### src/rtl/skew_rd_ctrl_pkg.sv
// Shared definitions for the skewed systolic read controller.
package skew_rd_ctrl_pkg;

    // Controller sequencing states
    typedef enum logic [1:0] {
        ST_IDLE  = 2'd0,
        ST_READ  = 2'd1,
        ST_DRAIN = 2'd2
    } skew_state_t;

    // LSB of a lane's slice inside the flattened per-lane address bus
    function automatic int unsigned lane_lsb(input int unsigned lane, input int unsigned stride);
        return lane * stride;
    endfunction

    // Cycle counter width: must hold WR_DELAY + N + 2^ROWS_WIDTH without overflow
    function automatic int unsigned cnt_width(input int unsigned wr_delay,
                                              input int unsigned lanes,
                                              input int unsigned rows_width);
        return $clog2(wr_delay + lanes + (1 << rows_width) + 1);
    endfunction

endpackage

### src/rtl/skew_lane_gen.sv
// One systolic lane: read enable and address as a function of cycle index t.
module skew_lane_gen
    import skew_rd_ctrl_pkg::*;
#(
    parameter int unsigned LANE       = 0,
    parameter int unsigned ADDR_WIDTH = 8,
    parameter int unsigned ROWS_WIDTH = 8,
    parameter int unsigned CNT_WIDTH  = 10
) (
    input  logic                  i_active,
    input  logic [CNT_WIDTH-1:0]  i_t,
    input  logic [ROWS_WIDTH-1:0] i_rows,
    input  logic [ADDR_WIDTH-1:0] i_base,
    output logic                  o_en_c,
    output logic [ADDR_WIDTH-1:0] o_addr_c
);

    logic [CNT_WIDTH-1:0] w_ofs;
    logic                 w_started;
    logic                 w_en;

    // Row offset within this lane: lane i starts i cycles after lane 0
    assign w_ofs     = i_t - CNT_WIDTH'(LANE);
    assign w_started = (i_t >= CNT_WIDTH'(LANE));

    // Enabled for exactly R cycles starting at t = LANE
    assign w_en = i_active && w_started && (w_ofs < CNT_WIDTH'(i_rows));

    // Address wraps modulo 2^ADDR_WIDTH; idle lanes drive zero
    assign o_en_c   = w_en;
    assign o_addr_c = w_en ? (i_base + ADDR_WIDTH'(w_ofs)) : '0;

endmodule

### src/rtl/skew_rd_ctrl.sv
// Skewed read-address generator feeding an N-lane systolic array, with
// delayed write-enable handoff and busy/done handshake.
module skew_rd_ctrl
    import skew_rd_ctrl_pkg::*;
#(
    parameter int unsigned WIDTH_HEIGHT = 16,
    parameter int unsigned ADDR_WIDTH   = 8,
    parameter int unsigned ROWS_WIDTH   = 8,
    parameter int unsigned WR_DELAY     = WIDTH_HEIGHT + 1
) (
    input  logic                               clk,
    input  logic                               reset,
    input  logic                               start,
    input  logic                               abort,
    input  logic [ADDR_WIDTH-1:0]              base_addr,
    input  logic [ROWS_WIDTH-1:0]              num_rows,
    output logic [WIDTH_HEIGHT-1:0]            rd_en,
    output logic [WIDTH_HEIGHT*ADDR_WIDTH-1:0] rd_addr,
    output logic                               wr_active,
    output logic                               busy,
    output logic                               done
);

    localparam int unsigned CW = cnt_width(WR_DELAY, WIDTH_HEIGHT, ROWS_WIDTH);

    // Sequencing state and latched operands
    skew_state_t           r_state;
    logic [CW-1:0]         r_t;
    logic [ADDR_WIDTH-1:0] r_base;
    logic [ROWS_WIDTH-1:0] r_rows;

    // Registered outputs
    logic [WIDTH_HEIGHT-1:0]            r_rd_en;
    logic [WIDTH_HEIGHT*ADDR_WIDTH-1:0] r_rd_addr;
    logic                               r_wr_active;
    logic                               r_busy;
    logic                               r_done;

    // Next-cycle values
    skew_state_t           w_state_nxt;
    logic [CW-1:0]         w_t_nxt;
    logic [ADDR_WIDTH-1:0] w_base_nxt;
    logic [ROWS_WIDTH-1:0] w_rows_nxt;
    logic                  w_done_nxt;
    logic                  w_read_nxt;
    logic                  w_busy_nxt;
    logic                  w_wr_nxt;

    logic [CW-1:0]         w_read_last;
    logic [CW-1:0]         w_drain_last;

    logic [WIDTH_HEIGHT-1:0]            w_lane_en;
    logic [WIDTH_HEIGHT*ADDR_WIDTH-1:0] w_lane_addr;

    // Last cycle index of each phase for the latched row count
    assign w_read_last  = CW'(WIDTH_HEIGHT) + CW'(r_rows) - CW'(2);
    assign w_drain_last = CW'(WR_DELAY) + w_read_last;

    // Next state, cycle index and operand latching; abort overrides everything
    always_comb begin
        w_state_nxt = r_state;
        w_t_nxt     = r_t;
        w_base_nxt  = r_base;
        w_rows_nxt  = r_rows;
        w_done_nxt  = 1'b0;

        if (abort) begin
            w_state_nxt = ST_IDLE;
            w_t_nxt     = '0;
            w_base_nxt  = '0;
            w_rows_nxt  = '0;
        end else begin
            case (r_state)
                ST_IDLE: begin
                    if (start) begin
                        if (num_rows != '0) begin
                            w_state_nxt = ST_READ;
                            w_t_nxt     = '0;
                            w_base_nxt  = base_addr;
                            w_rows_nxt  = num_rows;
                        end else begin
                            // Empty transfer completes immediately
                            w_done_nxt = 1'b1;
                        end
                    end
                end
                ST_READ: begin
                    w_t_nxt = r_t + CW'(1);
                    if (r_t == w_read_last) begin
                        w_state_nxt = ST_DRAIN;
                    end
                end
                ST_DRAIN: begin
                    if (r_t == w_drain_last) begin
                        w_state_nxt = ST_IDLE;
                        w_t_nxt     = '0;
                        w_base_nxt  = '0;
                        w_rows_nxt  = '0;
                        w_done_nxt  = 1'b1;
                    end else begin
                        w_t_nxt = r_t + CW'(1);
                    end
                end
                default: begin
                    w_state_nxt = ST_IDLE;
                    w_t_nxt     = '0;
                    w_base_nxt  = '0;
                    w_rows_nxt  = '0;
                end
            endcase
        end
    end

    // Output qualifiers for the upcoming cycle; DRAIN never runs past its last index
    assign w_read_nxt = (w_state_nxt == ST_READ);
    assign w_busy_nxt = (w_state_nxt != ST_IDLE);
    assign w_wr_nxt   = w_busy_nxt && (w_t_nxt >= CW'(WR_DELAY));

    // Per-lane enable/address generators, evaluated on next-cycle values
    for (genvar g = 0; g < WIDTH_HEIGHT; g++) begin : g_lane
        localparam int unsigned LSB = lane_lsb(g, ADDR_WIDTH);

        skew_lane_gen #(
            .LANE       (g),
            .ADDR_WIDTH (ADDR_WIDTH),
            .ROWS_WIDTH (ROWS_WIDTH),
            .CNT_WIDTH  (CW)
        ) u_lane (
            .i_active (w_read_nxt),
            .i_t      (w_t_nxt),
            .i_rows   (w_rows_nxt),
            .i_base   (w_base_nxt),
            .o_en_c   (w_lane_en[g]),
            .o_addr_c (w_lane_addr[LSB +: ADDR_WIDTH])
        );
    end

    // State, cycle index and operand registers
    always_ff @(posedge clk) begin
        if (reset) begin
            r_state <= ST_IDLE;
            r_t     <= '0;
            r_base  <= '0;
            r_rows  <= '0;
        end else begin
            r_state <= w_state_nxt;
            r_t     <= w_t_nxt;
            r_base  <= w_base_nxt;
            r_rows  <= w_rows_nxt;
        end
    end

    // Output registers
    always_ff @(posedge clk) begin
        if (reset) begin
            r_rd_en     <= '0;
            r_rd_addr   <= '0;
            r_wr_active <= 1'b0;
            r_busy      <= 1'b0;
            r_done      <= 1'b0;
        end else begin
            r_rd_en     <= w_lane_en;
            r_rd_addr   <= w_lane_addr;
            r_wr_active <= w_wr_nxt;
            r_busy      <= w_busy_nxt;
            r_done      <= w_done_nxt;
        end
    end

    assign rd_en     = r_rd_en;
    assign rd_addr   = r_rd_addr;
    assign wr_active = r_wr_active;
    assign busy      = r_busy;
    assign done      = r_done;

endmodule

### config.mk
export PLATFORM = sky130hd
export DESIGN_NAME = skew_rd_ctrl
export DESIGN_NICKNAME = d
export VERILOG_FILES = /design/src/rtl/skew_rd_ctrl_pkg.sv /design/src/rtl/skew_lane_gen.sv /design/src/rtl/skew_rd_ctrl.sv
export SDC_FILE = /design/constraint.sdc
export NUM_CORES = 1
export LEC_CHECK = 0
export CAP_MARGIN = 10
export CORE_MARGIN = 3
export CORE_UTILIZATION = 35
export DETAILED_ROUTE_END_ITERATION = 10
export PLACE_DENSITY_LB_ADDON = 0.25
export SLEW_MARGIN = 5
export SYNTH_ARGS = -nofsm -noshare
export SYNTH_HDL_FRONTEND = slang
export SYNTH_SLANG_ARGS = --single-unit
### constraint.sdc
create_clock -name clk -period 8.9 [get_ports clk]
set_input_delay 0.89 -clock clk [delete_from_list [all_inputs] [get_ports clk]]
set_output_delay 0.89 -clock clk [all_outputs]
set_load 0.01 [all_outputs]
**Yosys cells after proc, flatten, opt, wreduce, memory -nomap -nowiden**

Cells that the tools add are included.

- Bits in registers: 174
- Latch bits: 0
- Bits in writable memories: 0
- Bits in read-only memories: 0
- Input bits: 20
- Output and inout port bits: 147
- Logic and storage cells: 191
- Memories kept: 0

- $add $sub $neg: 35
- Multiply operators: 0
- Div/mod/pow operators: 0
- $lt $le $gt $ge: 33
- Equal/unequal tests: 5
- Shift operators: 0
- Mux-type cells: 25
- Bitwise logic cells: 16
- Reductions and logical operators: 53

Operator list:

| cell | count |
|---|---|
| $lt A9 B8 Y1 | 16 |
| $add A8 B8 Y8 | 16 |
| $ge A9 B4 Y1 const B | 8 |
| $sub A9 B4 Y9 const B | 8 |
| $mux W8 | 8 |
| $pmux W8 S3 | 2 |
| $ge A9 B3 Y1 const B | 4 |
| $mux W9 | 4 |
| $sub A9 B3 Y9 const B | 4 |
| $reduce_or A2 Y1 | 17 |
| $logic_and A1 B1 Y1 | 33 |
| $pmux W9 S3 | 1 |
| $sub A9 B2 Y9 const B | 3 |
| $eq A9 B9 Y1 | 2 |
| $ge A9 B1 Y1 const B | 2 |
| $ge A9 B2 Y1 const B | 2 |
| $not A1 Y1 | 16 |
| $mux W2 | 5 |
| $add A5 B8 Y9 const A | 1 |
| $add A5 B9 Y9 const A | 1 |
| $add A9 B1 Y9 const B | 1 |
| $ge A9 B5 Y1 const B | 1 |
| $sub A9 B1 Y9 const B | 1 |
| $reduce_bool A8 Y1 | 1 |
| 7 further kinds | 10 |

**Longest topological paths before layout**

Gate-level depths: netlist (run 1).

- Depth in word-level cells: 12
- Gate-level depth with buffers: 27

**Modules after synthesis**

From an unflattened synthesis (run 1), not the netlist that was laid out.

- Cells, all modules: 2,005
- Area, all modules: 16,767.3 um^2

By module, submodules not included:

| module | instances | cells each | area an instance (um^2) | seq. area each (um^2) |
|---|---|---|---|---|
| skew_rd_ctrl | 1 | 547 | 5,838.1 | 3,483.3 |
| skew_lane_gen at g_lane[13].u_lane | 1 | 97 | 738.2 | 0.0 |
| skew_lane_gen at g_lane[9].u_lane | 1 | 105 | 732.0 | 0.0 |
| skew_lane_gen at g_lane[2].u_lane | 1 | 95 | 724.4 | 0.0 |
| skew_lane_gen at g_lane[15].u_lane | 1 | 92 | 705.7 | 0.0 |
| skew_lane_gen at g_lane[1].u_lane | 1 | 96 | 705.7 | 0.0 |
| skew_lane_gen at g_lane[10].u_lane | 1 | 99 | 704.4 | 0.0 |
| skew_lane_gen at g_lane[5].u_lane | 1 | 94 | 703.2 | 0.0 |
| skew_lane_gen at g_lane[11].u_lane | 1 | 93 | 701.9 | 0.0 |
| skew_lane_gen at g_lane[6].u_lane | 1 | 91 | 698.2 | 0.0 |
| skew_lane_gen at g_lane[3].u_lane | 1 | 90 | 695.7 | 0.0 |
| skew_lane_gen at g_lane[7].u_lane | 1 | 91 | 681.9 | 0.0 |
| skew_lane_gen at g_lane[4].u_lane | 1 | 94 | 676.9 | 0.0 |
| skew_lane_gen at g_lane[14].u_lane | 1 | 87 | 654.4 | 0.0 |
| 3 more rows | - | - | - | - |

**Worst setup path after synthesis (run 1)**

Ideal clock, no wire load.

- Path type: register to register
- Start point: reg r_rows[1]
- End point: reg r_rd_addr[45] (netlist: rd_addr[45])
- Setup time: 0.079 ns
- Arrival: 6.287 ns
- Required time: 8.821 ns
- Setup slack: 2.534 ns
- Stages on the path, launching flop included: 28
- Path buffers: 1
- Period minus slack after synthesis: 6.366 ns
- Cell sequence: dfxtp_1 > inv_1 > ha_1 > nor2b_1 > or3_1 > a2bb2o_1 > o21ai_0 > o2111ai_1 > clkbuf_1 > o221a_1 > o21ai_1 > inv_2 > ha_1 > o21ai_0 > a211oi_1 > a41o_1 > a211oi_1 > xnor2_1 > inv_1 > ha_1 > a21o_1 > a21oi_1 > nor2b_1 > o21ai_0 > nand2b_1 > a2111oi_0 > o2111ai_2 > nor3_1

- Cells in the longest elaborated chain, start to end: 12
- Elaborated cells on any way between the ends: 29

RTL lines:

| what | line | text |
|---|---|---|
| from (decl) | skew_rd_ctrl.sv:30 | `logic [ROWS_WIDTH-1:0] r_rows;` |
| from (signal assigned) | skew_rd_ctrl.sv:149 | `r_rows <= w_rows_nxt;` |
| $add A5 B8 Y9 (*) | skew_rd_ctrl.sv:56 | `assign w_read_last = CW'(WIDTH_HEIGHT) + CW'(r_rows) - CW'(2);` |
| $sub A9 B2 Y9 (*) | skew_rd_ctrl.sv:56 |  |
| $add A5 B9 Y9 (*) | skew_rd_ctrl.sv:57 | `assign w_drain_last = CW'(WR_DELAY) + w_read_last;` |
| $eq A9 B9 Y1 (*) | skew_rd_ctrl.sv:94 | `if (r_t == w_drain_last) begin` |
| $mux W9 (*) | skew_rd_ctrl.sv:94 |  |
| $pmux W9 S3 (*) | skew_rd_ctrl.sv:73 | `case (r_state)` |
| $mux W9 (*) | skew_rd_ctrl.sv:67 | `if (abort) begin` |
| net g_lane[0].u_lane.i_t[2] | skew_lane_gen.sv:11 | `input logic [CNT_WIDTH-1:0] i_t,` |
| $sub A9 B3 Y9 / $ge A9 B3 Y1 (equally long branches) | skew_lane_gen.sv:23, skew_lane_gen.sv:24 |  |
| $lt A9 B8 Y1 / $logic_and A1 B1 Y1 (equally long branches) | skew_lane_gen.sv:27 | `assign w_en = i_active && w_started && (w_ofs < CNT_WIDTH'(i_rows));` |
| $logic_and A1 B1 Y1 | skew_lane_gen.sv:27 |  |
| $not A1 Y1 (no source line) | - |  |
| $reduce_or A2 Y1 (no source line) | - |  |
| to (signal assigned) | skew_rd_ctrl.sv:163 | `r_rd_addr <= w_lane_addr;` |
| to (decl) | skew_rd_ctrl.sv:34 | `logic [WIDTH_HEIGHT*ADDR_WIDTH-1:0] r_rd_addr;` |

Mark *: on every way through the listed nets, which the timed path passes. The rest lies on a longest branch.
A chain may end at the register's enable or synchronous reset.

**Worst setup path after layout (run 1)**

Ends and elaborated chain as after synthesis.

==> results of run 1 <==
## worst reg2reg max path: cells and delay by family (launching register included)
family                     cells  cell delay [ns]
AOI/OAI and AO/OA             15             4.29
adders and majority gates      3             1.00
and+or+nand+nor                4             0.96
buffers and inverters          5             0.90
xor gates and xnor gates       1             0.49
DFF                            1             0.37
## flip-flops by register name (all words and copies together) (netlist names)
name,cells
busy,1
done,1
r_state,2
wr_active,1
rd_en,16
r_base,8
rd_addr,128
r_t,9
r_rows,8
## cell families (layout without fill, tap and decap cells)
kind of cell,after synthesis,count (layout),share of synthesized area [%]
xor+xnor,182,182,13.1
fa+ha+maj,196,196,18.9
buf+inv,128,312,3.89
simple gates,446,446,16.6
compound gates,401,401,21.0
flops,174,174,26.5
## power groups by stage
stage	Combinational, mW	Sequential, mW	Clock [mW]
floorplan	0.240	0.802	0
global placement	0.337	0.805	0
detailed placement	0.341	0.805	0
CTS	0.343	0.787	0.816
global route	0.380	0.787	0.843
finish	0.343	0.787	0.797
## layer usage
| metal | global-route usage [%] | vias to the layer above | part of all wire (%) |
|---|---|---|---|
| li1 | - | 5773 | - |
| met1 | 32.1 | 5762 | 45 |
| met2 | 41.5 | 409 | 47 |
| met3 | 3.69 | 71 | 5.5 |
| met4 | 7.13 | 0 | 2.3 |
| met5 | 0 | - | 0 |
## final cells by class
cell class                 count  area, um2  share of cell area (%)
clock buffer                  18        429                    2.67
clock inverter                14        185                    1.15
inverter                      80        300                    1.87
multi-input combinational   1225       9190                    57.1
sequential                   174       3480                    21.7
tap                          468        586                    3.64
timing repair buffer         200       1920                    11.9
## synth_stat cells (6+ instances only)
master / n / share of area [%]
and3_1: 8 / 0.38
xor2_1: 32 / 2.1
o2111ai_1: 6 / 0.40
clkbuf_1: 31 / 0.89
nor4b_1: 9 / 0.60
or3_1: 7 / 0.33
xnor3_1: 8 / 1.4
a22oi_1: 6 / 0.34
a21boi_0: 7 / 0.40
nor3_1: 46 / 1.8
nor2b_1: 24 / 1.1
o211ai_1: 9 / 0.51
nand4_1: 11 / 0.52
a211oi_1: 14 / 0.80
ha_1: 192 / 18
o22ai_1: 13 / 0.62
nor4_1: 12 / 0.57
buf_2: 8 / 0.31
a211o_1: 7 / 0.47
nand3_1: 18 / 0.69
o21bai_1: 26 / 1.5
nand2_1: 79 / 2.3
a2111oi_0: 6 / 0.40
o21a_1: 12 / 0.69
nand2b_1: 17 / 0.81
nor2_1: 163 / 4.7
or2_2: 8 / 0.38
xnor2_1: 141 / 9.4
a21oi_1: 117 / 4.5
and2_1: 24 / 1.1
a21o_1: 64 / 3.7
inv_1: 74 / 2.1
o21ai_0: 44 / 1.7
a22o_1: 9 / 0.60
dfxtp_1: 174 / 27
## worst paths after layout
kind | endpoint | slack [ns] | cells after the start
worst max-delay path | rd_addr[45]$_SDFF_PP0_ | 0.80 | 28
worst min-delay path | r_base[0]$_SDFF_PP0_ | 0.57 | 2
worst max register to register | rd_addr[45]$_SDFF_PP0_ | 0.80 | 28
worst min register to register | r_base[0]$_SDFF_PP0_ | 0.57 | 2
==> results.tsv, run 1 <==
metric	value	unit
final_area	16100	um2
p_leak	6.93	nW
clkPwrFrac	41.4	%
power_frac_comb	17.8	%
final.setup.worst_slack	0.795	ns
overflow	0	
switching_share	28.8	%
via_per_inst	5.51	
drc	0	
via_count	12000	
ys_seq_area_share	26.5	%
cp-end-kind	register	
synth_edf_count	0	
crit_arrival	8.48	ns
switching_power	556	uW
p_int	1.37	mW
drtIter0Drc	818	
yosys_warnings	0	
antenna_cells	0	
post-place-cells	2147	
cap_viol_max_count	0	
clk_latency	0.46	ns
critPathBufInv	5	
fp.dieArea	39900	um2
ir_drop	0.144	mV
avgSynthCellArea	8.60	um2
cts_resized	0	
grt_pass1_wl	72800	um
required	9.28	ns
path_delay_family	compound AO/OA/AOI/OAI gates	
clkTransAtPathRegs	0.08	ns
grt_pass1_vias	11900	
seqPwrFrac	40.8	%
cpPeakStageDelay	0.83	ns
tritoncts	yes	
hold_viol	0	
avgRoutedWirePerCell	22.3	um
die_x	200	um
fmax	123	MHz
die_h	200	um
gp_congestion	1.01	
yosysUniqueCellTypes	87	
pre_cts_ws	1.10	ns
skew	0.0153	ns
async_reset_ff_share	0	%
finalWirelength	48600	um
cts_setup_buffers	0	
cts_buffers	17	
status	complete, no violations	
holdBufCountCts	0	
area_growth	22.5	%
synth-main-ff-cell	dfxtp_1	
ant_nets	0	
netlist_area	13100	um2
cts_sinks	174	
core-area	36800	um2
fin_util	43.7	%
synth_fp_nets	1743	
cp-start-kind	register	
post-route-period-util	91.1	%
slew_headroom	22.1	%
clockBufferDepth	2	
pin_count	167	
placed_area	15500	um2
period_needed	8.10	ns
grt_start_max_net_pins	28	
tightest_slew	1.16	ns
drive_gt1_share	6.08	%
crit_type	register to register	
htreeDepth	4	
final_cells	2179	
synth-seq-cells	174	
initial_utilization	35.7	%
mostFrequentLayoutCells	ha_1 (192), dfxtp_1 (174), clkdlybuf4s50_1 (166)	
final_nets	1914	
hold_class	register to register	
portBuffers	166	
worstHoldStart	r_base[0]$_SDFF_PP0_	
mostFrequentLayoutCell	ha_1	
hold_slack	0.570	ns
row_count	70	
cp_slowest_cell	o2111ai_1	
cts_root_buffer	clkbuf_16	
finalSetupViolations	0	
grt_util_all_layers	24.4	%
totalPowerFinal	1.93	mW
critPathMaxFanout	13	
reg2reg_from	r_rows[1]$_SDFF_PP0_	
fill_cells	3721	
antenna_found_initial	1	
finalSetupTns	0	ns
slew_viol_final	0	
hpwlAfterDp	37100	um
power_density	120	nW/um2
startpoint	r_rows[1]$_SDFF_PP0_	
synthCells	1527	
rsz0062_at_grt	false	
first_pass_iters	5	
Note: power is estimated with default switching activity, not from simulation.
==> inputs of run 2 (changes only) <==
--- a/config.mk
+++ b/config.mk
@@ -6,7 +6,7 @@
 export NUM_CORES = 1
 export LEC_CHECK = 0
 export CAP_MARGIN = 10
-export CORE_MARGIN = 3
+export CORE_MARGIN = 4
 export CORE_UTILIZATION = 35
 export DETAILED_ROUTE_END_ITERATION = 10
 export PLACE_DENSITY_LB_ADDON = 0.25
==> results.tsv, run 2 (same netlist as run 1, synthesis figures left out) <==
metric	value	unit
status	complete, no violations	
post-route-period-util	83.7	%
drive_gt1_share	5.85	%
largest_reg_flops	128	
antenna_found_initial	0	
core-area	36800	um2
hold_viol	0	
hold_class	register to register	
tightest_slew	1.14	ns
ff2ff_path_depth	27	
final.setup.worst_slack	1.45	ns
cp_slowest_cell	a2111oi_0	
ir_drop	0.139	mV
fmax	134	MHz
clockBufferDepth	2	
final_nets	1911	
first_pass_iters	6	
drtIter0Drc	945	
clkTransAtPathRegs	0.08	ns
mostFrequentLayoutCell	ha_1	
cts_sinks	174	
gp_congestion	0.969	
grt_start_max_net_pins	28	
initial_utilization	35.7	%
cp-start-kind	register	
die_h	202	um
die_x	202	um
switching_power	546	uW
fp.dieArea	40700	um2
htreeDepth	4	
crit_type	register to register	
avgRoutedWirePerCell	21.8	um
required	9.28	ns
row_count	70	
pre_cts_ws	1.55	ns
finalSetupTns	0	ns
final_area	16000	um2
cap_viol_max_count	0	
grt_pass1_vias	11600	
power_frac_comb	18.2	%
holdBufCountCts	0	
antenna_cells	0	
critPathMaxFanout	13	
skew	0.0193	ns
via_count	12000	
via_per_inst	5.51	
crit_arrival	7.83	ns
critPathBufInv	4	
overflow	0	
cts_buffers	17	
r2r_setup_slack	1.45	ns
finalWirelength	47500	um
grt_pass1_wl	71400	um
p_leak	6.90	nW
finalSetupViolations	0	
cts_root_buffer	clkbuf_16	
grt_util_all_layers	22.8	%
cpPeakStageDelay	0.58	ns
rsz0062_at_grt	false	
switching_share	29.1	%
pin_count	167	
worstHoldPathCells	2	
clk_latency	0.47	ns
hpwlAfterDp	36200	um
seqPwrFrac	42.0	%
cp-end-kind	register	
mostFrequentLayoutCells	ha_1 (192), dfxtp_1 (174), clkdlybuf4s50_1 (166)	
slew_viol_final	0	
cts_resized	0	
tritoncts	yes	
placed_area	15400	um2
portBuffers	166	
path_delay_family	compound AO/OA/AOI/OAI gates	
clkPwrFrac	39.8	%
cp.depth	27	
power_density	117	nW/um2
cts_setup_buffers	0	
ant_nets	0	
slew_headroom	23.2	%
area_growth	22.0	%
period_needed	7.45	ns
fill_cells	3715	
drc	0	
p_int	1.33	mW
## run 2: cell types whose count changed in the layout (fill, tap and decap cells not counted)
| cell | previous run | this run |
|---|---|---|
| clkbuf_8 | 0 | 2 |
| clkinv_2 | 2 | 3 |
| clkinv_4 | 4 | 2 |
| inv_6 | 3 | 4 |
| buf_4 | 34 | 31 |
| clkbuf_1 | 1 | 2 |
| clkinv_8 | 1 | 0 |
| bufinv_16 | 3 | 1 |
## run 2: stage by stage
stage | hold slack, ns | cells | power, mW | utilization, %
2_1_floorplan | 0.530 | 1527 | 1.04 | -
3_3_place_gp | 0.547 | 2144 | 1.14 | 42.0
4_1_cts | 0.568 | 2176 | 1.90 | 43.5
3_5_place_dp | 0.558 | 2144 | 1.14 | 42.0
5_1_grt | 0.656 | 2176 | 1.96 | 43.5
6_report | 0.574 | 2176 | 1.87 | 43.5
## run 2: path summary, 6_finish.rpt
| kind | startpoint | endpoint |
|---|---|---|
| min reg2reg | r_base[0]$_SDFF_PP0_ | r_base[0]$_SDFF_PP0_ |
| max | r_rows[1]$_SDFF_PP0_ | rd_addr[45]$_SDFF_PP0_ |
| min | r_base[0]$_SDFF_PP0_ | r_base[0]$_SDFF_PP0_ |
| max reg2reg | r_rows[1]$_SDFF_PP0_ | rd_addr[45]$_SDFF_PP0_ |
## run 2: power by group through the flow
stage | Sequential (mW) | Combinational [mW] | Clock (mW)
after detailed placement | 0.804 | 0.338 | 0
after CTS | 0.786 | 0.341 | 0.770
after global routing | 0.787 | 0.377 | 0.796
after floorplan | 0.802 | 0.240 | 0
after global placement | 0.804 | 0.335 | 0
final | 0.787 | 0.341 | 0.746
## run 2: routing by layer
| layer | global-route usage [%] | routed length (um) | vias up |
|---|---|---|---|
| li1 | - | - | 5788 |
| met1 | 29.4 | 21000 | 5652 |
| met3 | 4.06 | 2720 | 85 |
| met5 | 0 | 0 | - |
| met2 | 38.1 | 22000 | 463 |
| met4 | 8.84 | 1740 | 0 |
## run 2: worst min-delay path: stages (launching register included)
cell and delay [ns]:
dfxtp_1 0.30, a21oi_1 0.16, nor4_1 0.07
## run 2: layout make-up
type	count	area, um2	share of cell area [%]
timing repair buffer	197	1890	11.8
inverter	80	300	1.88
multi-input combinational	1225	9190	57.4
clock buffer	21	460	2.88
sequential	174	3480	21.8
tap	468	586	3.66
clock inverter	11	105	0.656
